## src/rtl/cis_pipe16.sv

```systemverilog
// cis_pipe16: SIZE-bit subtractor diff = a - b - bin, pipelined one 4-bit carry-increment slice per stage.
// Build option: define CIS_SIGNED_OVF_EN to get a registered signed-overflow flag on ovf; otherwise ovf is tied low.
module cis_pipe16 #(
    parameter int SIZE = 16
) (
    input  logic            clk,
    input  logic            rst_n,
    input  logic            in_valid,
    output logic            in_ready,
    input  logic [SIZE-1:0] a,
    input  logic [SIZE-1:0] b,
    input  logic            bin,
    output logic            out_valid,
    input  logic            out_ready,
    output logic [SIZE-1:0] diff,
    output logic            bout,
    output logic            ovf
);
    localparam int N = SIZE / 4;

    logic            v_q  [N];
    logic [SIZE-1:0] a_q  [N];
    logic [SIZE-1:0] nb_q [N];
    logic [SIZE-1:0] d_q  [N];
    logic            bw_q [N];

    logic            v_x  [N];
    logic [SIZE-1:0] a_x  [N];
    logic [SIZE-1:0] nb_x [N];
    logic [SIZE-1:0] d_x  [N];
    logic            c_x  [N];
    logic [SIZE-1:0] d_d  [N];
    logic            bw_d [N];

    logic [3:0] s0, s1;
    logic       c0, hc;
    logic       adv;

    assign out_valid = v_q[N-1];
    assign adv       = ~out_valid | out_ready;
    assign in_ready  = adv;
    assign diff      = d_q[N-1];
    assign bout      = bw_q[N-1];

    // Stage inputs and slice arithmetic: stage k adds slice k of a + ~b plus the carry left by stage k-1.
    // Each stage stores a borrow (inverted carry) so that cleared registers read as bout = 0.
    always_comb begin
        v_x[0]  = in_valid;
        a_x[0]  = a;
        nb_x[0] = ~b;
        d_x[0]  = '0;
        c_x[0]  = ~bin;
        for (int k = 1; k < N; k++) begin
            v_x[k]  = v_q[k-1];
            a_x[k]  = a_q[k-1];
            nb_x[k] = nb_q[k-1];
            d_x[k]  = d_q[k-1];
            c_x[k]  = ~bw_q[k-1];
        end
        s0 = '0;
        s1 = '0;
        c0 = 1'b0;
        hc = 1'b0;
        for (int k = 0; k < N; k++) begin
            {c0, s0} = {1'b0, a_x[k][4*k +: 4]} + {1'b0, nb_x[k][4*k +: 4]};
            hc = c_x[k];
            for (int i = 0; i < 4; i++) begin
                s1[i] = s0[i] ^ hc;
                hc    = s0[i] & hc;
            end
            d_d[k]          = d_x[k];
            d_d[k][4*k +: 4] = s1;
            bw_d[k]         = ~(c0 | hc);
        end
    end

    // Pipeline registers: everything shifts together on advance and holds on a downstream stall.
    always_ff @(posedge clk or negedge rst_n) begin
        if (!rst_n) begin
            for (int k = 0; k < N; k++) begin
                v_q[k]  <= 1'b0;
                a_q[k]  <= '0;
                nb_q[k] <= '0;
                d_q[k]  <= '0;
                bw_q[k] <= 1'b0;
            end
        end else if (adv) begin
            for (int k = 0; k < N; k++) begin
                v_q[k]  <= v_x[k];
                a_q[k]  <= a_x[k];
                nb_q[k] <= nb_x[k];
                d_q[k]  <= d_d[k];
                bw_q[k] <= bw_d[k];
            end
        end
    end

`ifdef CIS_SIGNED_OVF_EN
    logic ovf_d, ovf_q;

    assign ovf_d = (a_x[N-1][SIZE-1] ^ ~nb_x[N-1][SIZE-1]) & (d_d[N-1][SIZE-1] ^ a_x[N-1][SIZE-1]);
    assign ovf   = ovf_q;

    // Overflow flag is resolved in the last stage and loads alongside the final diff slice.
    always_ff @(posedge clk or negedge rst_n) begin
        if (!rst_n)
            ovf_q <= 1'b0;
        else if (adv)
            ovf_q <= ovf_d;
    end
`else
    assign ovf = 1'b0;
`endif

endmodule

```

## config.mk

```make
export PLATFORM = sky130hd
export DESIGN_NAME = cis_pipe16
export DESIGN_NICKNAME = d
export VERILOG_FILES = /design/src/rtl/cis_pipe16.sv
export SDC_FILE = /design/constraint.sdc
export NUM_CORES = 1
export LEC_CHECK = 0
export CAP_MARGIN = 20
export CORE_ASPECT_RATIO = 2
export CORE_MARGIN = 2
export CORE_UTILIZATION = 55
export CTS_CLUSTER_DIAMETER = 30
export CTS_CLUSTER_SIZE = 25
export DETAILED_ROUTE_END_ITERATION = 6
export PLACE_DENSITY = 0.85
export SYNTH_ARGS = -nofsm -noshare
export SYNTH_HDL_FRONTEND = slang
export SYNTH_SLANG_ARGS = --single-unit
```

## constraint.sdc

```tcl
create_clock -name clk -period 2.5 [get_ports clk]
set_clock_uncertainty 0.15 [all_clocks]
set_input_delay 0.5 -clock clk [delete_from_list [all_inputs] [get_ports clk]]
set_output_delay 0.5 -clock clk [all_outputs]
set_load 0.02 [all_outputs]
```

### Word level (Yosys, flattened, before mapping)

Index checks and enable logic that the tools add are counted.
W data, S select, Z words.

| cells by class | value |
|---|---|
| $add $sub $neg | 4 |
| bitwise logic cells | 47 |

Operator list:

| kind | number |
|---|---|
| $add A4 B4 Y5 | 4 |
| $and A1 B1 Y1 | 16 |
| $not A16 Y16 | 1 |
| $xor A1 B1 Y1 | 16 |
| $not A1 Y1 | 9 |
| $or A1 B1 Y1 | 5 |

| word-level totals | value |
|---|---|
| bits of input ports | 37 |
| logic and storage cells | 69 |
| output and inout bits | 20 |
| flip-flop bits (word level) | 144 |

### Logic depth before layout (Yosys ltp)

| logic depth | value |
|---|---|
| depth in word-level cells | 8 |
| gate-level depth with buffers | 10 |
| gate-level depth less buffers | 10 |

### Worst setup path after synthesis

No wires, ideal clock.

| path | value |
|---|---|
| path type | input -> register |
| from | in b[0] |
| to | reg bw_q[3] in the netlist's numbering |
| cell stages on the path | 10 |
| data required time | 2285 ps |
| arrival | 2043 ps |
| library setup time | 65 ps |
| path slack | 241 ps |
| path buffers | 0 |
| path through | inv_1 -> ha_1 -> inv_1 -> fa_1 -> inv_1 -> ha_1 -> ha_1 -> ha_1 -> nor3_1 -> a22o_1 |

| between the ends | value |
|---|---|
| cells in the longest elaborated chain, start to end | 8 |

RTL lines:

| element | RTL line | source |
|---|---|---|
| start: declaration | 11 | `input logic [SIZE-1:0] b,` |
| $not A16 Y16 (*) | 50 | `nb_x[0] = ~b;` |
| $add A4 B4 Y5 (*) | 65 | `{c0, s0} = {1'b0, a_x[k][4*k +: 4]} + {1'b0, nb_x[k][4*k +: 4]};` |
| $and A1 B1 Y1 (4 in a row) | 69 | `hc = s0[i] & hc;` |
| $or A1 B1 Y1 (*) | 73 | `bw_d[k] = ~(c0 \| hc);` |
| $not A1 Y1 (*) | 73 |  |
| end signal: indexed assignment | 93 | `bw_q[k] <= bw_d[k];` |
| end: declaration | 25 | `logic bw_q [N];` |

Every way passes the cells marked *; elsewhere a longest branch is shown, timed or not.
A chain may end at the register's enable or synchronous reset.

### Worst setup path after layout

| path | value |
|---|---|
| from | in a[0] |
| to | reg bw_q[3] in the netlist's numbering |

| between the ends | value |
|---|---|
| cells in the longest elaborated chain, start to end | 7 |

RTL lines:

| element | RTL line | source |
|---|---|---|
| start: declaration | 10 | `input logic [SIZE-1:0] a,` |
| $add A4 B4 Y5 (*) | 65 |  |
| $and A1 B1 Y1 (4 in a row) | 69 |  |
| $or A1 B1 Y1 (*) | 73 |  |
| $not A1 Y1 (*) | 73 |  |

Marked as above.

==> impl_metrics.py <==
metrics = {
    "run_status": {
        "status": "complete, but fails checks",
        "violations": "hold timing",
    },
    "finish": {
        "fin_nets": 583,
        "layout_commonest_cell": "nand2_1",
        "fin_util_pct": 67.2,
        "final_area_um2": 5260,
        "area_growth_syn_to_layout_pct": 20.5,
        "drive_gt1_share_pct": 6.80,
        "diodes": 0,
        "final_cell_mix": "nand2_1, dfrtp_1, clkdlybuf4s50_1",
    },
    "sta": {
        "period_needed_ns": 2.42,
        "whs_ns": -0.0141,
        "slew-limit-headroom_pct": 63.9,
        "fmaxAchievable_ghz": 0.413,
        "timing.final.max_slew_violations": 0,
        "period_share_pct": 96.8,
        "finalHoldViolations": 11,
        "worst_pin_slew_ns": 0.541,
        "setup_ws_ns": 0.0795,
        "setup_viol": 0,
    },
    "global_route": {
        "grt_max_degree": 105,
        "overflow": 0,
        "grt_pass1_wl_um": 12500,
        "first_global_vias": 2948,
        "grt_usage_pct": 18.8,
        "antenna_found_initial": 0,
    },
    "pwr": {
        "switchingPower_uw": 2310,
        "cellInternalPower_uw": 4200,
        "p_leak_uw": 0.00274,
        "power_frac_comb_pct": 39.2,
        "pwr-share-seq_pct": 40.0,
        "pwr-share-clk_pct": 20.7,
        "power.density_nw_per_um2": 1240,
        "vdd_drop_max_uv": 1050,
        "switching_share_pct": 35.5,
    },
    "clocking": {
        "root_buffer": "clkbuf_16",
        "cts.sinks": 96,
        "path_clk_slew_ns": 0.06,
        "postCtsSetupBuffers": 0,
        "cts_tree": "done",
        "cts_buffer_depth": 2,
        "clkLatencyLatePin_ns": 0.34,
        "cts_buffers": 9,
        "postCtsResizedCells": 0,
        "h-tree-depth": 3,
        "cts_hold_buf": 0,
    },
    "floorplanning": {
        "die_x_um": 67.0,
        "dieArea_um2": 8710,
        "initial_utilization_pct": 55.8,
        "rows": 46,
        "pin_count": 57,
        "core_um2": 7830,
        "fp.dieH_um": 130,
    },
    "placed_design": {
        "dpl.hpwl_um": 4660,
        "dp_worst_setup_slack_ns": -0.297,
        "placed_area_um2": 4960,
        "port_buffers": 55,
        "gp_congestion": 0.753,
    },
    "critical_path": {
        "critPathCaptureType": "register",
        "reg2reg_depth": 6,
        "cp.required_ns": 2.63,
        "arrival_ns": 2.55,
        "cp_max_fo": 2,
        "crit_path_start_kind": "input pin",
        "path_class": "in2reg",
    },
    "routing": {
        "drt-vias-per-instance": 4.91,
        "ant_nets": 0,
        "wl_per_cell_um": 11.4,
        "drtIter0Drc": 216,
        "drc": 0,
        "drtPass1Iterations": 4,
        "vias": 2999,
        "wirelength_um": 6970,
    },
    "synth": {
        "synthCells": 462,
        "syn_area_um2": 4370,
        "yosysWarnings": 0,
        "synth_cell_types": 24,
        "synth_nets": 535,
        "ys_seq_area_share_pct": 55.0,
        "synth-seq-cells": 96,
        "avgSynthCellArea_um2": 9.45,
    },
    "flow_run": {
        "cap_violations": 0,
    },
    "min_path": {
        "hp-class": "in2async",
    },
}
[critical path, cell delays in order]
cell	delay (ns)
clkdlybuf4s50_1	0.46
ha_2	0.18
inv_1	0.05
fa_1	0.47
inv_1	0.04
ha_1	0.19
ha_1	0.18
ha_1	0.17
nor3_1	0.16
a22o_1	0.14
[metrics by stage]
stage          instances  setup TNS (ns)  power, uW
4_1_cts              611               0       6600
3_5_place_dp         595          -0.604       5220
3_3_place_gp         595          -0.392       5070
5_1_grt              611        -0.00269       7100
2_1_floorplan        462               0       4460
6_report             611               0       6500
[registers in the layout (all words and copies together) (netlist names)]
register	cells
v_q	3
out_valid	1
bw_q	3
bout	1
a_q	24
diff	16
d_d	24
nb_q	24
[synth_stat cells]
| library cell | n | area share [%] |
|---|---|---|
| nand2_1 | 240 | 21 |
| dfrtp_1 | 96 | 55 |
| ha_1 | 32 | 9.2 |
| nor2_1 | 12 | 1.0 |
| inv_1 | 11 | 0.95 |
| a21oi_1 | 10 | 1.1 |
| a21oi_2 | 9 | 1.8 |
| buf_4 | 8 | 1.4 |
| buf_2 | 5 | 0.57 |
| clkbuf_1 | 5 | 0.43 |
| xnor2_1 | 5 | 1.0 |
| a21o_1 | 4 | 0.69 |
| buf_6 | 4 | 1.0 |
| fa_1 | 4 | 1.8 |
| nor2b_1 | 4 | 0.57 |
| o41ai_2 | 3 | 1.1 |
| xor2_1 | 3 | 0.60 |
| a22o_1 | 1 | 0.20 |
| conb_1 | 1 | 0.086 |
| inv_4 | 1 | 0.14 |
| nand2b_1 | 1 | 0.14 |
| nor2b_2 | 1 | 0.20 |
| nor3_1 | 1 | 0.11 |
| o21ai_0 | 1 | 0.11 |
[routing by layer]
metal | GRT usage [%] | vias to the layer above | wire, um
li1 | - | 1538 | -
met1 | 21.9 | 1387 | 3070
met2 | 31.8 | 62 | 3440
met3 | 5.52 | 12 | 303
met4 | 8.04 | 0 | 150
met5 | 0 | - | 0
[cell families (layout without fill, tap and decap cells)]
family	count (synthesis)	count (layout)	synth area share (%)
and+or+nand+nor	259	259	22.7
DFF	96	96	55.0
adders and majority gates	36	36	11.0
buffers and inverters	34	87	4.50
AOI/OAI and AO/OA	28	28	5.07
xor gates and xnor gates	8	8	1.61
other	1	1	0.0859
[power by group through the flow]
stage / combinational (uW) / clock [uW] / sequential, uW
floorplan: 1720 / 0 / 2740
global placement: 2470 / 0 / 2610
detailed placement: 2580 / 0 / 2640
CTS: 2600 / 1380 / 2620
global route: 2960 / 1440 / 2690
finish: 2550 / 1350 / 2600
[worst paths after layout]
kind | slack [ns] | end | startpoint
max | 0.08 | bw_q[3] | a[0]
min in group clk | 0.31 | v_q[1] | v_q[1]
min reg2reg | 0.31 | v_q[1] | v_q[1]
max in group asynchronous | 1.56 | nb_q[44] | rst_n
min | -0.01 | diff[4] | rst_n
max reg2reg | 0.29 | bw_q[2] | a_q[52]
[cell type report]
cell class	count	area, um2
Clock buffer	11	243
Clock inverter	5	56.3
Fill cell	644	2570
Inverter	12	47.5
Multi-Input combinational cell	332	1770
Sequential cell	96	2400
Tap cell	96	120
Timing Repair Buffer	59	616
(Power assumes the default switching activity.)
